File: src/rtl/id_operand_scoreboard.sv
// Decode operand resolver with long-latency busy scoreboard; operands/ready are same-cycle combinational.
// Issue is held off (id_ready_o low) on RAW/WAW against a pending producer; scoreboard updates land at the next edge.
module id_operand_scoreboard #(
   parameter int RADDR_WIDTH = 5,
   parameter int RDATA_WIDTH = 64,
   parameter int NUM_FWD     = 2,
   parameter int STALL_CNT_W = 32
) (
   input  logic                           clk_i,
   input  logic                           rst_i,
   input  logic                           flush_i,
   input  logic                           id_valid_i,
   output logic                           id_ready_o,
   output logic                           issue_o,
   input  logic                           reg1_re_i,
   input  logic [RADDR_WIDTH-1:0]         reg1_raddr_i,
   input  logic [RDATA_WIDTH-1:0]         reg1_rdata_i,
   input  logic                           reg2_re_i,
   input  logic [RADDR_WIDTH-1:0]         reg2_raddr_i,
   input  logic [RDATA_WIDTH-1:0]         reg2_rdata_i,
   input  logic                           reg_we_i,
   input  logic [RADDR_WIDTH-1:0]         reg_waddr_i,
   input  logic                           long_lat_i,
   input  logic [NUM_FWD-1:0]             fwd_we_i,
   input  logic [NUM_FWD*RADDR_WIDTH-1:0] fwd_waddr_i,
   input  logic [NUM_FWD*RDATA_WIDTH-1:0] fwd_wdata_i,
   input  logic                           wb_we_i,
   input  logic [RADDR_WIDTH-1:0]         wb_waddr_i,
   input  logic [RDATA_WIDTH-1:0]         wb_wdata_i,
   output logic [RDATA_WIDTH-1:0]         op1_o,
   output logic [RDATA_WIDTH-1:0]         op2_o,
   output logic [STALL_CNT_W-1:0]         stall_cnt_o
);

   localparam int NREG = 2**RADDR_WIDTH;

   logic [NREG-1:0] busy;
   logic            src1_haz;
   logic            src2_haz;
   logic            waw_haz;
   logic            set_busy;

   // A same-cycle writeback to the register satisfies the dependency, so it never stalls.
   function automatic logic hazard(input logic en, input logic [RADDR_WIDTH-1:0] addr);
      return en && (addr != '0) && busy[addr] && !(wb_we_i && (wb_waddr_i == addr));
   endfunction

   // Lowest bypass index is youngest; iterating downward lets it overwrite older matches.
   function automatic logic [RDATA_WIDTH-1:0] resolve(input logic en,
                                                      input logic [RADDR_WIDTH-1:0] addr,
                                                      input logic [RDATA_WIDTH-1:0] rf_data);
      logic [RDATA_WIDTH-1:0] val;
      val = '0;
      if (en && (addr != '0)) begin
         val = rf_data;
         if (wb_we_i && (wb_waddr_i == addr))
            val = wb_wdata_i;
         for (int k = NUM_FWD-1; k >= 0; k--) begin
            if (fwd_we_i[k] && (fwd_waddr_i[k*RADDR_WIDTH +: RADDR_WIDTH] == addr))
               val = fwd_wdata_i[k*RDATA_WIDTH +: RDATA_WIDTH];
         end
      end
      return val;
   endfunction

   always_comb begin
      src1_haz   = hazard(reg1_re_i, reg1_raddr_i);
      src2_haz   = hazard(reg2_re_i, reg2_raddr_i);
      waw_haz    = hazard(reg_we_i, reg_waddr_i);
      id_ready_o = !(src1_haz || src2_haz || waw_haz);
      issue_o    = id_valid_i && id_ready_o;
      set_busy   = issue_o && reg_we_i && long_lat_i && (reg_waddr_i != '0);
      op1_o      = resolve(reg1_re_i, reg1_raddr_i, reg1_rdata_i);
      op2_o      = resolve(reg2_re_i, reg2_raddr_i, reg2_rdata_i);
   end

   // The set is written after the clear so a new producer wins over a retiring one.
   always_ff @(posedge clk_i or posedge rst_i) begin
      if (rst_i) begin
         busy <= '0;
      end else if (flush_i) begin
         busy <= '0;
      end else begin
         if (wb_we_i)
            busy[wb_waddr_i] <= 1'b0;
         if (set_busy)
            busy[reg_waddr_i] <= 1'b1;
      end
   end

   always_ff @(posedge clk_i or posedge rst_i) begin
      if (rst_i) begin
         stall_cnt_o <= '0;
      end else if (id_valid_i && !id_ready_o && !flush_i && (stall_cnt_o != '1)) begin
         stall_cnt_o <= stall_cnt_o + 1'b1;
      end
   end

endmodule

File: config.mk
export PLATFORM = sky130hd
export DESIGN_NAME = id_operand_scoreboard
export DESIGN_NICKNAME = d
export VERILOG_FILES = /design/src/rtl/id_operand_scoreboard.sv
export SDC_FILE = /design/constraint.sdc
export NUM_CORES = 1
export LEC_CHECK = 0
export CORE_AREA = 2 2 202 204
export CTS_BUF_LIST = sky130_fd_sc_hd__clkbuf_2 sky130_fd_sc_hd__clkbuf_4 sky130_fd_sc_hd__clkbuf_8
export DETAILED_ROUTE_END_ITERATION = 6
export DIE_AREA = 0 0 204 206
export PLACE_DENSITY = 0.64
export SETUP_SLACK_MARGIN = 0.1
export SLEW_MARGIN = 25
export SYNTH_ARGS = -nofsm -noshare
export SYNTH_HDL_FRONTEND = slang
export SYNTH_SLANG_ARGS = --single-unit
File: constraint.sdc
create_clock -name clk_i -period 5.1 [get_ports clk_i]
set_clock_uncertainty 0.05 [all_clocks]
set_input_delay 0.765 -clock clk_i [delete_from_list [all_inputs] [get_ports clk_i]]
set_output_delay 0.765 -clock clk_i [all_outputs]
set_load 0.1 [all_outputs]
# Word-level counts from Yosys, hierarchy flattened
# Cells that the tools add are included.
# totals
ff_bits	64
out_inout_bits	162
word_cells	77
# classes
reduce_logical	35
n_eq_ne	8
addsub	1
n_lt_le_gt_ge	6
n_mux	22
bitwise	3
# ops
operator	n
$mux W64	8
$mux W32	4
$eq A5 B5 Y1	7
$add A32 B1 Y32 const B	1
$and A32 B32 Y32	1
$ne A32 B32 Y1 const B	1
$not A32 Y32	1
$or A32 B32 Y32	1
$logic_and A1 B1 Y1	25
$lt A5 B6 Y1 const B	4
$bmux W1 S5	3
$reduce_bool A5 Y1	3
$demux W1 S5	2
$ge A5 B1 Y1 const B	2
$logic_not A1 Y1	5
$mux W1	5
$logic_or A1 B1 Y1	2

# Depth between registers and ports, before layout
# Gate-level depths: netlist (run 1).
# logic_depth
ltp_word	13
ltp_mapped	11
ltp_nobuf	8

# Least setup slack after synthesis (run 1)
# No wires, ideal clock.
# synth_path
path_kind	input -> output
from	input wb_waddr_i[1]
to	output op1_o[13]
cell_stages	10
setup_slack_ns	0.405
path_buffers	3
arrival_ns	3.880
cell_sequence	clkbuf_1 -> xor2_1 -> nor4_1 -> and3_1 -> clkbuf_1 -> buf_2 -> mux2i_1 -> a211oi_1 -> a21oi_1 -> nor2_1
# synth_via
elab_chain_cells	6
# synth_rtl
element	line	rtl
start: declaration	28	input logic [RADDR_WIDTH-1:0] wb_waddr_i,
$eq A5 B5 Y1	56	if (wb_we_i && (wb_waddr_i == addr))
$logic_and A1 B1 Y1	56	
$mux W64	56	
$mux W64 (2 in series)	59	if (fwd_we_i[k] && (fwd_waddr_i[k*RADDR_WIDTH +: RADDR_WIDTH] == addr))
$mux W64	54	if (en && (addr != '0)) begin
end: declaration	30	output logic [RDATA_WIDTH-1:0] op1_o,
# No other way between the ends.

# Worst setup path after layout (run 1)
# layout_path
from	input reg2_raddr_i[0]
to	output op2_o[48]
# layout_via
elab_chain_cells	6
# layout_rtl
element	line	rtl
start: declaration	19	input logic [RADDR_WIDTH-1:0] reg2_raddr_i,
$eq A5 B5 Y1	56	
$logic_and A1 B1 Y1	56	
$mux W64	56	
$mux W64 (2 in series)	59	
$mux W64 *	54	
end: declaration	31	output logic [RDATA_WIDTH-1:0] op2_o,
# Mark *: on every way between the ends. The rest lies on a longest branch, timed or not.

==> report_table.html, run 1 <==
<table>
<tr><th>Metric</th><th>Value</th></tr>
<tr><th colspan="2">Clocking</th></tr>
<tr><td>Number of buffers inserted during clock tree synthesis</td><td>9</td></tr>
<tr><td>CTS tree</td><td>yes</td></tr>
<tr><td>Number of H-tree branching levels</td><td>3</td></tr>
<tr><td>CTS Buffer Depth</td><td>2</td></tr>
<tr><td>Total of hold buffers inserted after clock tree synthesis</td><td>0</td></tr>
<tr><td>Clock transition at the register clock pins on the worst setup and hold paths after CTS</td><td>roughly 0.07 ns</td></tr>
<tr><td>Clk Latency, worst-skew pair</td><td>around 0.37 ns</td></tr>
<tr><td>Post-CTS setup buffer count</td><td>0</td></tr>
<tr><td>Number of gates resized after CTS</td><td>0</td></tr>
<tr><td>Clk root buf</td><td>sky130_fd_sc_hd__clkbuf_8</td></tr>
<tr><td>Sink Count</td><td>64</td></tr>
<tr><th colspan="2">Synth</th></tr>
<tr><td>Count of flip-flops with a built-in enable after synthesis</td><td>0</td></tr>
<tr><td>Share of the synthesized area in the top cell type</td><td>0.181</td></tr>
<tr><td>Fraction of registers with async set/reset</td><td>1.00</td></tr>
<tr><td>Top_reg_cell synth</td><td>sky130_fd_sc_hd__dfrtp_1</td></tr>
<tr><td>Cell count after synthesis</td><td>about 1200</td></tr>
<tr><td>Cells taking the most area after synthesis</td><td>sky130_fd_sc_hd__dfrtp_1, sky130_fd_sc_hd__mux2i_1, sky130_fd_sc_hd__nor2_1</td></tr>
<tr><td>Count of yosys warnings during synthesis</td><td>0</td></tr>
<tr><td>Mean post-synth cell area</td><td>~7.2 µm²</td></tr>
<tr><td>Share of synthesized area occupied by flip-flops and latches</td><td>0.181</td></tr>
<tr><td>Mapped Area</td><td>around 9000 µm²</td></tr>
<tr><td>Area leader, netlist</td><td>sky130_fd_sc_hd__dfrtp_1</td></tr>
<tr><td>Count of different cell masters after synthesis</td><td>51</td></tr>
<tr><td>Number of synthesized register bits</td><td>64</td></tr>
<tr><td>Total nets after synthesis</td><td>between 1500 and 2000</td></tr>
<tr><th colspan="2">Place</th></tr>
<tr><td>Number of placed cells counting well taps</td><td>2201</td></tr>
<tr><td>Final estimated routing congestion in global placement</td><td>slightly above 1</td></tr>
<tr><td>HPWL reported at the end of detailed placement</td><td>~47000 µm</td></tr>
<tr><td>Count of input and output buffers</td><td>522</td></tr>
<tr><td>Dpl cell area</td><td>approximately 16000 µm²</td></tr>
<tr><th colspan="2">Critical path</th></tr>
<tr><td>Critical Path RT</td><td>about 4.3 ns</td></tr>
<tr><td>Worst Path Arrival</td><td>between 3 and 4 ns</td></tr>
<tr><td>Reg2reg path depth</td><td>8</td></tr>
<tr><td>Worst stage delay on the critical path</td><td>~0.85 ns</td></tr>
<tr><td>Setup crit start kind</td><td>primary input</td></tr>
<tr><td>Library cell contributing the largest single delay on the critical path</td><td>sky130_fd_sc_hd__clkdlybuf4s50_1</td></tr>
<tr><td>CP endpoint kind</td><td>output port</td></tr>
<tr><td>CP Max Fanout</td><td>62</td></tr>
<tr><td>Sequence of cells on the critical path</td><td>clkdlybuf4s50_1 &gt; xor2_1 &gt; nor4_1 &gt; nand3_4 &gt; buf_12 &gt; nor2_1 &gt; a211oi_1 &gt; a21oi_1 &gt; nor2_1 &gt; buf_12</td></tr>
<tr><td>Crit Path Class</td><td>in -&gt; out</td></tr>
<tr><th colspan="2">Floorplan</th></tr>
<tr><td>Core footprint</td><td>~40000 µm²</td></tr>
<tr><td>Top-level port count</td><td>roughly 520</td></tr>
<tr><td>Die outline area</td><td>between 40000 and 50000 µm²</td></tr>
<tr><td>Cell Rows</td><td>74</td></tr>
<tr><td>Die extent in y</td><td>206 µm</td></tr>
<tr><td>Effective utilization at floorplan</td><td>0.220</td></tr>
<tr><td>Chip width</td><td>204 µm</td></tr>
<tr><th colspan="2">STA</th></tr>
<tr><td>Time the final worst path needs with I/O delays and setup</td><td>4.65 ns</td></tr>
<tr><td>Transition time of the tightest slew-check pin</td><td>1.02 ns</td></tr>
<tr><td>Normalized max-slew margin</td><td>0.319</td></tr>
<tr><td>Max Clk Rate</td><td>roughly 0.22 GHz</td></tr>
<tr><td>Final critical-path share of the clock period</td><td>0.912</td></tr>
<tr><td>Final hold vios</td><td>0</td></tr>
<tr><td>Final-report max-slew violation count</td><td>0</td></tr>
<tr><td>Total Negative Setup Slacks</td><td>0 ns</td></tr>
<tr><td>RSZ-0062 raised after global routing</td><td>no</td></tr>
<tr><td>Final setup violating endpoints</td><td>0</td></tr>
<tr><td>Post-Route Hold Slack</td><td>0.451 ns</td></tr>
<tr><th colspan="2">Route</th></tr>
<tr><td>Post-detailed-routing wire length</td><td>58000 µm</td></tr>
<tr><td>Total via count in the routed design</td><td>about 12000</td></tr>
<tr><td>Number of detailed-routing iterations run before antenna repair</td><td>6</td></tr>
<tr><td>Avg Vias per Cell</td><td>5.37</td></tr>
<tr><td>Routed length per instance</td><td>~26 µm</td></tr>
<tr><td>Routed Antenna Nets</td><td>0</td></tr>
<tr><td>Violation count after the first detailed-routing iteration</td><td>between 1000 and 1500</td></tr>
<tr><td>DRC violations left</td><td>0</td></tr>
<tr><th colspan="2">Layout</th></tr>
<tr><td>Layout overhead on the synthesized area</td><td>84.0%</td></tr>
<tr><td>Nets</td><td>2042</td></tr>
<tr><td>Share of cells above drive strength 1</td><td>0.128</td></tr>
<tr><td>Post-route insts no fill</td><td>~2200</td></tr>
<tr><td>Non-Filler Cell Area, Final</td><td>16300 µm²</td></tr>
<tr><th colspan="2">Power</th></tr>
<tr><td>Pwr per Cell Area</td><td>187 nW/µm²</td></tr>
<tr><td>Tot Pwr</td><td>3.04 mW</td></tr>
<tr><td>Peak ir drop on the vdd network</td><td>about 0.32 mV</td></tr>
<tr><td>Reported leakage power</td><td>6.07 nW</td></tr>
<tr><th colspan="2">Job</th></tr>
<tr><td>Maximum Capacitance Violations</td><td>0</td></tr>
<tr><th colspan="2">Global route</th></tr>
<tr><td>Maximum number of pins on one net before global-route repair</td><td>between 100 and 150</td></tr>
<tr><td>First-pass GRT wire length</td><td>between 80000 and 90000 µm</td></tr>
<tr><td>Number of global-route vias before repair</td><td>11300</td></tr>
<tr><td>Total global routing overflow</td><td>0</td></tr>
<tr><td>Tot GR Track Use</td><td>0.261</td></tr>
<tr><td>Antenna violations before repair</td><td>37</td></tr>
<tr><th colspan="2">Min path</th></tr>
<tr><td>Class of the tightest hold or removal check</td><td>reg -&gt; reg</td></tr>
<tr><td>Worst Hold Path Cells</td><td>1</td></tr>
<tr><th colspan="2">Status</th></tr>
<tr><td>Result of the run</td><td>finished, final reports clean</td></tr>
</table>
[layout by cell type (no fill, tap or decap), types with 5 or more instances in the layout]
cell / synthesis / routed
sky130_fd_sc_hd__a21oi_1: 134 / 134
sky130_fd_sc_hd__nand2b_1: 8 / 8
sky130_fd_sc_hd__buf_4: 0 / 33
sky130_fd_sc_hd__mux4_2: 10 / 10
sky130_fd_sc_hd__clkdlybuf4s50_1: 0 / 392
sky130_fd_sc_hd__nand3_1: 24 / 22
sky130_fd_sc_hd__nor3_1: 8 / 8
sky130_fd_sc_hd__diode_2: 0 / 15
sky130_fd_sc_hd__xor2_1: 56 / 56
sky130_fd_sc_hd__a211oi_1: 129 / 129
sky130_fd_sc_hd__dfrtp_1: 64 / 64
sky130_fd_sc_hd__nand3b_1: 18 / 18
sky130_fd_sc_hd__o41ai_1: 31 / 31
sky130_fd_sc_hd__xnor2_1: 10 / 10
sky130_fd_sc_hd__clkbuf_8: 0 / 13
sky130_fd_sc_hd__o21ai_0: 20 / 19
sky130_fd_sc_hd__nor3b_1: 5 / 5
sky130_fd_sc_hd__nand4_1: 9 / 9
sky130_fd_sc_hd__and3_1: 10 / 6
sky130_fd_sc_hd__buf_12: 0 / 139
sky130_fd_sc_hd__inv_1: 7 / 6
sky130_fd_sc_hd__nor2b_1: 23 / 23
sky130_fd_sc_hd__mux2i_1: 155 / 155
sky130_fd_sc_hd__nor4_1: 25 / 25
sky130_fd_sc_hd__nand2_1: 44 / 44
sky130_fd_sc_hd__nor2_1: 276 / 276
[registers in the layout, summed over array words and instances, names as in the netlist]
name         cells
busy            32
stall_cnt_o     32
[metrics by stage]
stage	setup WS (ns)	util
floorplan	0.405	-
global placement	0.573	0.399
detailed placement	0.486	0.399
CTS	0.480	0.404
global route	0.239	0.404
finish	0.449	0.405
[cells by family (layout without fill, tap and decap cells)]
| kind of cell | count (synthesis) | in the layout | synth area share |
|---|---|---|---|
| buffers and inverters | 133 | 586 | 0.0602 |
| AOI/OAI and AO/OA | 334 | 334 | 0.246 |
| adders and majority gates | 1 | 1 | 0.00142 |
| DFF | 64 | 64 | 0.181 |
| and+or+nand+nor | 466 | 466 | 0.242 |
| muxes | 167 | 167 | 0.204 |
| other | 0 | 15 | 0 |
| xor gates and xnor gates | 66 | 66 | 0.0654 |
[metal layers]
metal,vias to the layer above,track usage,part of all wire
met5,-,0.0286,0.0039
met4,32,0.0758,0.030
met3,139,0.0959,0.11
met2,647,0.403,0.44
met1,5757,0.336,0.41
li1,5411,-,-
[Yosys cell counts, drive strengths merged (2+ instances only)]
cell and instances:
buf 37, and4 2, o21ai 20, a31oi 2, nand2 44, a211oi 129
dfrtp 64, xor2 56, mux2i 155, o22ai 2, o41ai 31, nor4b 4
xnor2 10, and3 10, nor2 277, nand3b 18, nand2b 8, mux4 10
nand4 9, o221ai 3, a21oi 134, nor2b 23, nand3 24, nor3 8
nor3b 5, clkbuf 89, a32oi 2, a22oi 2, mux2 2, a22o 2
or2 3, nor4 26, inv 7
[worst max-delay path, delay by kind of cell]
family                    cells  cell delay (ns)
buffers and inverters         3             1.27
and+or+nand+nor               4             0.89
AOI/OAI and AO/OA             2             0.51
xor gates and xnor gates      1             0.35
[final cells by class]
cell class	instances	area [µm²]
clock inverters	2	12.5
diodes	15	37.5
inverters	7	26.3
clock buffers	13	179
repair buffers	564	6950
well taps	532	666
flip-flops and latches	64	1600
fillers	4044	23900
multi-input cells	1034	6780
[power by group]
group / internal [mW] / switching, mW / total, mW
Clock: 0.226 / 0.203 / 0.429
Combinational: 0.755 / 1.27 / 2.03
Sequential: 0.538 / 0.0458 / 0.583
[worst paths after layout]
path                                        startpoint                          end  slack (ns)
min in group asynchronous                        rst_i           busy[26]$_DFF_PP0_        0.61
max in group asynchronous                        rst_i  stall_cnt_o[23]$_DFFE_PP0P_        3.42
hold / removal             stall_cnt_o[24]$_DFFE_PP0P_  stall_cnt_o[24]$_DFFE_PP0P_        0.45
setup reg to reg                     busy[0]$_DFF_PP0_   stall_cnt_o[1]$_DFFE_PP0P_        2.13
setup / recovery                       reg2_raddr_i[0]                    op2_o[48]        0.45
hold reg to reg            stall_cnt_o[24]$_DFFE_PP0P_  stall_cnt_o[24]$_DFFE_PP0P_        0.45
(Power assumes the default switching activity.)
==> inputs of run 2 (changes only) <==
Settings changed: ABC_AREA set to 0, CORE_AREA 2 2 202 204 to 5 5 199 201, PLACE_DENSITY 0.64 to 0.67.
==> run 2 against run 1 <==
Against the previous run: combinational power is essentially flat; highest routed layer unchanged; die area is the same; register-to-register slack gained 0.17 ns; first-iteration DRC count down 23%; critical path depth decreased by 1; wire length up 1.9%; worst setup slack got worse by 0.052 ns.
==> report_table.html, run 2 (synthesis gave the netlist of run 1 again) <==
<table>
<tr><th>Metric</th><th>Value</th></tr>
<tr><th colspan="2">Clocking</th></tr>
<tr><td>Post-CTS setup buffer count</td><td>0 (unchanged)</td></tr>
<tr><td>CTS Buffer Depth</td><td>2 (unchanged)</td></tr>
<tr><td>Clock transition at the register clock pins on the worst setup and hold paths after CTS</td><td>0.09 ns (+0.02 ns)</td></tr>
<tr><td>CTS tree</td><td>yes</td></tr>
<tr><td>Total of hold buffers inserted after clock tree synthesis</td><td>0 (unchanged)</td></tr>
<tr><td>Number of buffers inserted during clock tree synthesis</td><td>9 (unchanged)</td></tr>
<tr><td>Number of H-tree branching levels</td><td>3 (unchanged)</td></tr>
<tr><td>Clk root buf</td><td>sky130_fd_sc_hd__clkbuf_8</td></tr>
<tr><td>Clk Latency, worst-skew pair</td><td>0.37 ns (about the same)</td></tr>
<tr><td>Sink Count</td><td>64 (unchanged)</td></tr>
<tr><td>Number of gates resized after CTS</td><td>0 (unchanged)</td></tr>
<tr><th colspan="2">Global route</th></tr>
<tr><td>Number of global-route vias before repair</td><td>11400 (+1.3%)</td></tr>
<tr><td>Antenna violations before repair</td><td>40 (+8.1%)</td></tr>
<tr><td>Maximum number of pins on one net before global-route repair</td><td>66 (-49%)</td></tr>
<tr><td>First-pass GRT wire length</td><td>81800 µm (+2.0%)</td></tr>
<tr><td>Tot GR Track Use</td><td>0.262 (+0.000876)</td></tr>
<tr><td>Total global routing overflow</td><td>0 (unchanged)</td></tr>
<tr><th colspan="2">Layout</th></tr>
<tr><td>Most used cells in the layout excluding fill and tap cells</td><td>sky130_fd_sc_hd__clkdlybuf4s50_1, sky130_fd_sc_hd__nor2_1, sky130_fd_sc_hd__mux2i_1</td></tr>
<tr><td>Largest registers</td><td>busy (32), stall_cnt_o (32)</td></tr>
<tr><td>Share of cells above drive strength 1</td><td>0.131 (+0.00310)</td></tr>
<tr><td>Layout Utilization</td><td>0.436 (+0.0318)</td></tr>
<tr><td>Most common cell after layout, fill and taps aside</td><td>sky130_fd_sc_hd__clkdlybuf4s50_1</td></tr>
<tr><td>Layout overhead on the synthesized area</td><td>84.7%</td></tr>
<tr><td>Non-Filler Cell Area, Final</td><td>16300 µm² (+0.39%)</td></tr>
<tr><td>Nets</td><td>2047 (+0.24%)</td></tr>
<tr><th colspan="2">Critical path</th></tr>
<tr><td>Reg-to-Reg Start</td><td>busy[15]$_DFF_PP0_</td></tr>
<tr><td>Worst R2R Setup Slack</td><td>2.30 ns (+0.17 ns)</td></tr>
<tr><td>Critical Path RT</td><td>4.28 ns (about the same)</td></tr>
<tr><td>Setup crit start kind</td><td>primary input</td></tr>
<tr><td>Reg2reg path depth</td><td>8 (unchanged)</td></tr>
<tr><td>Crit Path Class</td><td>in -&gt; out</td></tr>
<tr><td>Reg-to-Reg End</td><td>stall_cnt_o[1]$_DFFE_PP0P_</td></tr>
<tr><td>Worst Path Arrival</td><td>3.89 ns (+0.05 ns)</td></tr>
<tr><td>CP Max Fanout</td><td>15 (-76%)</td></tr>
<tr><td>CP endpoint kind</td><td>output port</td></tr>
<tr><th colspan="2">Min path</th></tr>
<tr><td>Endpoint, Worst Hold</td><td>stall_cnt_o[25]$_DFFE_PP0P_</td></tr>
<tr><td>Hold path startpoint</td><td>stall_cnt_o[25]$_DFFE_PP0P_</td></tr>
<tr><td>Worst Hold Path Cells</td><td>1 (unchanged)</td></tr>
<tr><td>Class of the tightest hold or removal check</td><td>reg -&gt; reg</td></tr>
<tr><th colspan="2">Place</th></tr>
<tr><td>Count of input and output buffers</td><td>522 (unchanged)</td></tr>
<tr><td>Pre-CTS setup slack</td><td>0.416 ns (-0.0697 ns)</td></tr>
<tr><td>Final estimated routing congestion in global placement</td><td>1.06 (+4.3%)</td></tr>
<tr><td>Dpl cell area</td><td>16000 µm² (+0.15%)</td></tr>
<tr><td>HPWL reported at the end of detailed placement</td><td>49400 µm (+4.1%)</td></tr>
<tr><th colspan="2">STA</th></tr>
<tr><td>Total Negative Setup Slacks</td><td>0 ns (unchanged)</td></tr>
<tr><td>Transition time of the tightest slew-check pin</td><td>1.05 ns (+0.0330 ns)</td></tr>
<tr><td>Final critical-path share of the clock period</td><td>0.922 (+0.0102)</td></tr>
<tr><td>Post-Route Hold Slack</td><td>0.450 ns (-0.000497 ns)</td></tr>
<tr><td>Final setup margin</td><td>0.397 ns (-0.0521 ns)</td></tr>
<tr><td>Final-report max-slew violation count</td><td>0 (unchanged)</td></tr>
<tr><td>Final hold vios</td><td>0 (unchanged)</td></tr>
<tr><td>Normalized max-slew margin</td><td>0.297 (-0.0220)</td></tr>
<tr><td>Time the final worst path needs with I/O delays and setup</td><td>4.70 ns (+0.0521 ns)</td></tr>
<tr><td>Max Clk Rate</td><td>0.213 GHz (-1.1%)</td></tr>
<tr><td>RSZ-0062 raised after global routing</td><td>no</td></tr>
<tr><td>Final setup violating endpoints</td><td>0 (unchanged)</td></tr>
<tr><th colspan="2">Floorplan</th></tr>
<tr><td>Top-level port count</td><td>523 (unchanged)</td></tr>
<tr><td>Die extent in y</td><td>206 µm (unchanged)</td></tr>
<tr><td>Cell Rows</td><td>71 (-4.1%)</td></tr>
<tr><td>Effective utilization at floorplan</td><td>0.236 (+0.0164)</td></tr>
<tr><td>Chip width</td><td>204 µm (unchanged)</td></tr>
<tr><td>Core footprint</td><td>37400 µm² (-6.9%)</td></tr>
<tr><td>Die outline area</td><td>42000 µm² (unchanged)</td></tr>
<tr><th colspan="2">Route</th></tr>
<tr><td>Routed length per instance</td><td>26.7 µm (+2.5%)</td></tr>
<tr><td>Routed Antenna Nets</td><td>0 (unchanged)</td></tr>
<tr><td>DRC violations left</td><td>0 (unchanged)</td></tr>
<tr><td>Total via count in the routed design</td><td>11900 (-0.71%)</td></tr>
<tr><td>Violation count after the first detailed-routing iteration</td><td>947 (-23%)</td></tr>
<tr><td>Post-detailed-routing wire length</td><td>59100 µm (+1.9%)</td></tr>
<tr><td>Number of detailed-routing iterations run before antenna repair</td><td>5 (-1)</td></tr>
<tr><td>Avg Vias per Cell</td><td>5.37 (-0.13%)</td></tr>
<tr><th colspan="2">Power</th></tr>
<tr><td>Peak ir drop on the vdd network</td><td>0.275 mV (-13%)</td></tr>
<tr><td>Reported leakage power</td><td>6.12 nW (+0.74%)</td></tr>
<tr><td>Pwr per Cell Area</td><td>191 nW/µm² (+2.1%)</td></tr>
<tr><th colspan="2">Job</th></tr>
<tr><td>Maximum Capacitance Violations</td><td>0 (unchanged)</td></tr>
<tr><th colspan="2">Status</th></tr>
<tr><td>Result of the run</td><td>finished, final reports clean</td></tr>
</table>
==> run 2: area by class of cell <==
| cell class | count | area (µm²) |
|---|---|---|
| clock inverter | 7 | 103 |
| clock buffer | 9 | 124 |
| multi-input combinational | 1034 | 6780 |
| timing repair buffer | 569 | 7000 |
| fill | 3708 | 21100 |
| antenna | 17 | 42.5 |
| inverter | 7 | 26.3 |
| sequential | 64 | 1600 |
| tap | 511 | 639 |
==> run 2: per-layer routing <==
metal	vias up	track usage	routed length, µm
li1	5442	-	-
met1	5652	0.337	24000
met2	672	0.402	26100
met3	105	0.110	7180
met4	30	0.0768	1670
met5	-	0	170
==> run 2: how the worst max path moves through the flow <==
stage / from / end / cells after the start
floorplan: wb_waddr_i[1] / op1_o[13] / 10
global placement: reg2_raddr_i[0] / id_ready_o / 9
detailed placement: reg2_raddr_i[0] / id_ready_o / 9
global route: reg2_raddr_i[0] / id_ready_o / 9
CTS: reg2_raddr_i[0] / id_ready_o / 9
finish: reg2_raddr_i[0] / id_ready_o / 9
==> run 2: where the power goes <==
part           switching, mW  internal (mW)  leakage, nW
Clock                  0.223          0.280        0.111
Sequential            0.0476          0.537        0.864
Combinational           1.27          0.755         5.14
==> run 2: critical path, stage by stage <==
cell and delay (ns):
sky130_fd_sc_hd__clkdlybuf4s50_1 1.01, sky130_fd_sc_hd__buf_4 0.31, sky130_fd_sc_hd__mux2_1 0.36, sky130_fd_sc_hd__a311oi_1 0.42
sky130_fd_sc_hd__nand3_1 0.11, sky130_fd_sc_hd__a221o_1 0.38, sky130_fd_sc_hd__buf_4 0.22, sky130_fd_sc_hd__inv_1 0.11
sky130_fd_sc_hd__buf_12 0.18
==> run 2: through the flow <==
step | power, mW | cells
finish | 3.12 | 2218
global route | 3.23 | 2210
CTS | 3.13 | 2201
detailed placement | 2.61 | 2185
global placement | 2.61 | 2185
floorplan | 1.72 | 1231
==> inputs of run 3 (changes only) <==
Settings changed: HOLD_SLACK_MARGIN set to 0.03, PLACE_DENSITY 0.67 to 0.69.
Clock period 5.1 ns to 4.1 ns, I/O delays scaled along.
==> run 3 against run 2 <==
Against the previous run: via count is 1.2% higher; power is 26% higher; largest power group unchanged; highest routed layer unchanged; sequential power is 24% higher.
==> report_table.html, run 3 (synthesis gave the netlist of run 1 again) <==
<table>
<tr><th>Metric</th><th>Value</th></tr>
<tr><th colspan="2">Critical path</th></tr>
<tr><td>Critical Path RT</td><td>3.43 ns (-0.85 ns)</td></tr>
<tr><td>CP Max Fanout</td><td>20 (+5)</td></tr>
<tr><td>Crit Path Class</td><td>in -&gt; out</td></tr>
<tr><td>Worst Path Arrival</td><td>3.22 ns (-0.67 ns)</td></tr>
<tr><td>CP endpoint kind</td><td>output port</td></tr>
<tr><td>Setup crit start kind</td><td>primary input</td></tr>
<tr><th colspan="2">Power</th></tr>
<tr><td>Relative contribution of combinational cells to total power</td><td>0.666 (+0.015)</td></tr>
<tr><td>Internal power</td><td>1.96 mW (+25%)</td></tr>
<tr><td>Peak ir drop on the vdd network</td><td>0.433 mV (+57%)</td></tr>
<tr><td>Net Sw Power</td><td>1.96 mW (+27%)</td></tr>
<tr><td>Reported leakage power</td><td>6.30 nW (+3.1%)</td></tr>
<tr><td>Sequential group share of total power</td><td>0.185 (-0.003)</td></tr>
<tr><td>Clock Power Share</td><td>0.148 (-0.013)</td></tr>
<tr><td>Tot Pwr</td><td>3.92 mW (+26%)</td></tr>
<tr><td>Pwr per Cell Area</td><td>231 nW/µm² (+21%)</td></tr>
<tr><td>Switching Fraction</td><td>0.500 (+0.00487)</td></tr>
<tr><th colspan="2">Layout</th></tr>
<tr><td>Non-Filler Cell Area, Final</td><td>17000 µm² (+4.1%)</td></tr>
<tr><td>Most used cells in the layout excluding fill and tap cells</td><td>sky130_fd_sc_hd__clkdlybuf4s50_1, sky130_fd_sc_hd__mux2i_1, sky130_fd_sc_hd__nor2_1, sky130_fd_sc_hd__buf_12, sky130_fd_sc_hd__a21oi_1</td></tr>
<tr><td>Share of cells above drive strength 1</td><td>0.223 (+0.0920)</td></tr>
<tr><td>Layout overhead on the synthesized area</td><td>92.2%</td></tr>
<tr><td>Most common cell after layout, fill and taps aside</td><td>sky130_fd_sc_hd__clkdlybuf4s50_1</td></tr>
<tr><td>Final-layout fill cell count</td><td>3579 (-3.5%)</td></tr>
<tr><td>Layout Utilization</td><td>0.454 (+0.0178)</td></tr>
<tr><td>Nets</td><td>2076 (+1.4%)</td></tr>
<tr><td>Largest registers</td><td>busy (32), stall_cnt_o (32)</td></tr>
<tr><th colspan="2">Route</th></tr>
<tr><td>Routed Antenna Nets</td><td>0 (unchanged)</td></tr>
<tr><td>Post-detailed-routing wire length</td><td>60000 µm (+1.4%)</td></tr>
<tr><td>Total via count in the routed design</td><td>12000 (+1.2%)</td></tr>
<tr><td>Number of detailed-routing iterations run before antenna repair</td><td>5 (unchanged)</td></tr>
<tr><td>Violation count after the first detailed-routing iteration</td><td>1038 (+9.6%)</td></tr>
<tr><td>Avg Vias per Cell</td><td>5.36 (-0.19%)</td></tr>
<tr><td>DRC violations left</td><td>0 (unchanged)</td></tr>
<tr><td>Routed length per instance</td><td>26.7 µm (about the same)</td></tr>
<tr><th colspan="2">STA</th></tr>
<tr><td>Normalized max-slew margin</td><td>0.316 (+0.0197)</td></tr>
<tr><td>Final hold vios</td><td>0 (unchanged)</td></tr>
<tr><td>Final-report max-slew violation count</td><td>0 (unchanged)</td></tr>
<tr><td>Transition time of the tightest slew-check pin</td><td>1.02 ns (-0.0295 ns)</td></tr>
<tr><td>Time the final worst path needs with I/O delays and setup</td><td>slightly below 4 ns</td></tr>
<tr><td>Total Negative Setup Slacks</td><td>0 ns (unchanged)</td></tr>
<tr><td>Max Clk Rate</td><td>0.257 GHz</td></tr>
<tr><td>RSZ-0062 raised after global routing</td><td>no</td></tr>
<tr><td>Final critical-path share of the clock period</td><td>0.948</td></tr>
<tr><td>Final setup violating endpoints</td><td>0 (unchanged)</td></tr>
<tr><td>Final setup margin</td><td>0.214 ns (-0.183 ns)</td></tr>
<tr><th colspan="2">Place</th></tr>
<tr><td>Pre-CTS setup slack</td><td>0.154 ns (-0.262 ns)</td></tr>
<tr><td>Count of input and output buffers</td><td>522 (unchanged)</td></tr>
<tr><td>Final estimated routing congestion in global placement</td><td>0.981 (-7.3%)</td></tr>
<tr><td>HPWL reported at the end of detailed placement</td><td>49300 µm (-0.24%)</td></tr>
<tr><td>Dpl cell area</td><td>16600 µm² (+3.4%)</td></tr>
<tr><th colspan="2">Floorplan</th></tr>
<tr><td>Effective utilization at floorplan</td><td>0.236 (unchanged)</td></tr>
<tr><td>Top-level port count</td><td>523 (unchanged)</td></tr>
<tr><td>Die extent in y</td><td>206 µm (unchanged)</td></tr>
<tr><td>Die outline area</td><td>42000 µm² (unchanged)</td></tr>
<tr><td>Chip width</td><td>204 µm (unchanged)</td></tr>
<tr><td>Core footprint</td><td>37400 µm² (unchanged)</td></tr>
<tr><td>Cell Rows</td><td>71 (unchanged)</td></tr>
<tr><th colspan="2">Clocking</th></tr>
<tr><td>Clock transition at the register clock pins on the worst setup and hold paths after CTS</td><td>0.08 ns (about the same)</td></tr>
<tr><td>Sink Count</td><td>64 (unchanged)</td></tr>
<tr><td>Number of buffers inserted during clock tree synthesis</td><td>9 (unchanged)</td></tr>
<tr><td>Total of hold buffers inserted after clock tree synthesis</td><td>0 (unchanged)</td></tr>
<tr><td>CTS tree</td><td>yes</td></tr>
<tr><td>Clk root buf</td><td>sky130_fd_sc_hd__clkbuf_8</td></tr>
<tr><td>Clk Latency, worst-skew pair</td><td>0.36 ns (about the same)</td></tr>
<tr><td>CTS Buffer Depth</td><td>2 (unchanged)</td></tr>
<tr><td>Number of H-tree branching levels</td><td>3 (unchanged)</td></tr>
<tr><th colspan="2">Status</th></tr>
<tr><td>Result of the run</td><td>finished, final reports clean</td></tr>
<tr><th colspan="2">Job</th></tr>
<tr><td>Maximum Capacitance Violations</td><td>0 (unchanged)</td></tr>
<tr><th colspan="2">Global route</th></tr>
<tr><td>Antenna violations before repair</td><td>37 (-7.5%)</td></tr>
<tr><td>Maximum number of pins on one net before global-route repair</td><td>100 (+52%)</td></tr>
<tr><td>Total global routing overflow</td><td>0 (unchanged)</td></tr>
<tr><td>First-pass GRT wire length</td><td>82500 µm (+0.88%)</td></tr>
<tr><td>Number of global-route vias before repair</td><td>11600 (+1.7%)</td></tr>
<tr><td>Tot GR Track Use</td><td>0.262 (+0.000491)</td></tr>
<tr><th colspan="2">Min path</th></tr>
<tr><td>Class of the tightest hold or removal check</td><td>reg -&gt; reg</td></tr>
</table>
run 3: per-stage QoR:
step	hold slack, ns	instances
finish	0.451	2249
global route	0.477	2243
CTS	0.452	2219
detailed placement	0.435	2203
global placement	0.434	2203
floorplan	0.452	1231
run 3: metal layers:
layer / routed length, µm / GRT usage / vias to the layer above
met2: 27300 / 0.398 / 656
met5: 204 / 0 / -
met4: 1260 / 0.0785 / 32
met3: 5960 / 0.0929 / 104
met1: 25300 / 0.351 / 5755
li1: - / - / 5497
run 3: layout make-up:
type,count,area [µm²],share of cell area
Timing Repair Buffer,597,7320,0.431
Sequential cell,64,1600,0.0943
Inverter,7,26.3,0.00155
Antenna cell,19,47.5,0.00280
Tap cell,511,639,0.0376
Multi-Input combinational cell,1035,7140,0.420
Clock inverter,4,53.8,0.00317
Clock buffer,12,153,0.00899
run 3: critical path, cell delays in order:
cell,delay (ns)
sky130_fd_sc_hd__clkdlybuf4s50_1,0.51
sky130_fd_sc_hd__xor2_1,0.23
sky130_fd_sc_hd__nor4_4,0.36
sky130_fd_sc_hd__and3_4,0.35
sky130_fd_sc_hd__buf_12,0.23
sky130_fd_sc_hd__mux2i_1,0.11
sky130_fd_sc_hd__a211oi_1,0.32
sky130_fd_sc_hd__a21oi_2,0.12
sky130_fd_sc_hd__nor2_2,0.16
sky130_fd_sc_hd__buf_12,0.19
run 3: what timing repair did:
item,in CTS,in global routing
endpoints found under the setup margin,0,14
setup buffers,0,9
gates resized for setup,0,7
run 3: power by group through the flow:
stage	Sequential [mW]	Combinational [mW]	Clock, mW
6_report	0.727	2.61	0.582
3_3_place_gp	0.735	2.58	0
4_1_cts	0.726	2.60	0.593
5_1_grt	0.736	2.70	0.614
2_1_floorplan	0.984	1.21	0
3_5_place_dp	0.736	2.59	0
run 3: final timing paths:
path                       slack, ns                        start                     endpoint  depth (start not counted)
min                             0.45  stall_cnt_o[25]$_DFFE_PP0P_  stall_cnt_o[25]$_DFFE_PP0P_                          1
max                             0.21                wb_waddr_i[1]                     op1_o[0]                         10
max in group asynchronous       2.63                        rst_i           busy[23]$_DFF_PP0_                          3
max reg2reg                     1.23           busy[10]$_DFF_PP0_  stall_cnt_o[13]$_DFFE_PP0P_                          8
min in group asynchronous       0.66                        rst_i           busy[30]$_DFF_PP0_                          2
min reg2reg                     0.45  stall_cnt_o[25]$_DFFE_PP0P_  stall_cnt_o[25]$_DFFE_PP0P_                          1
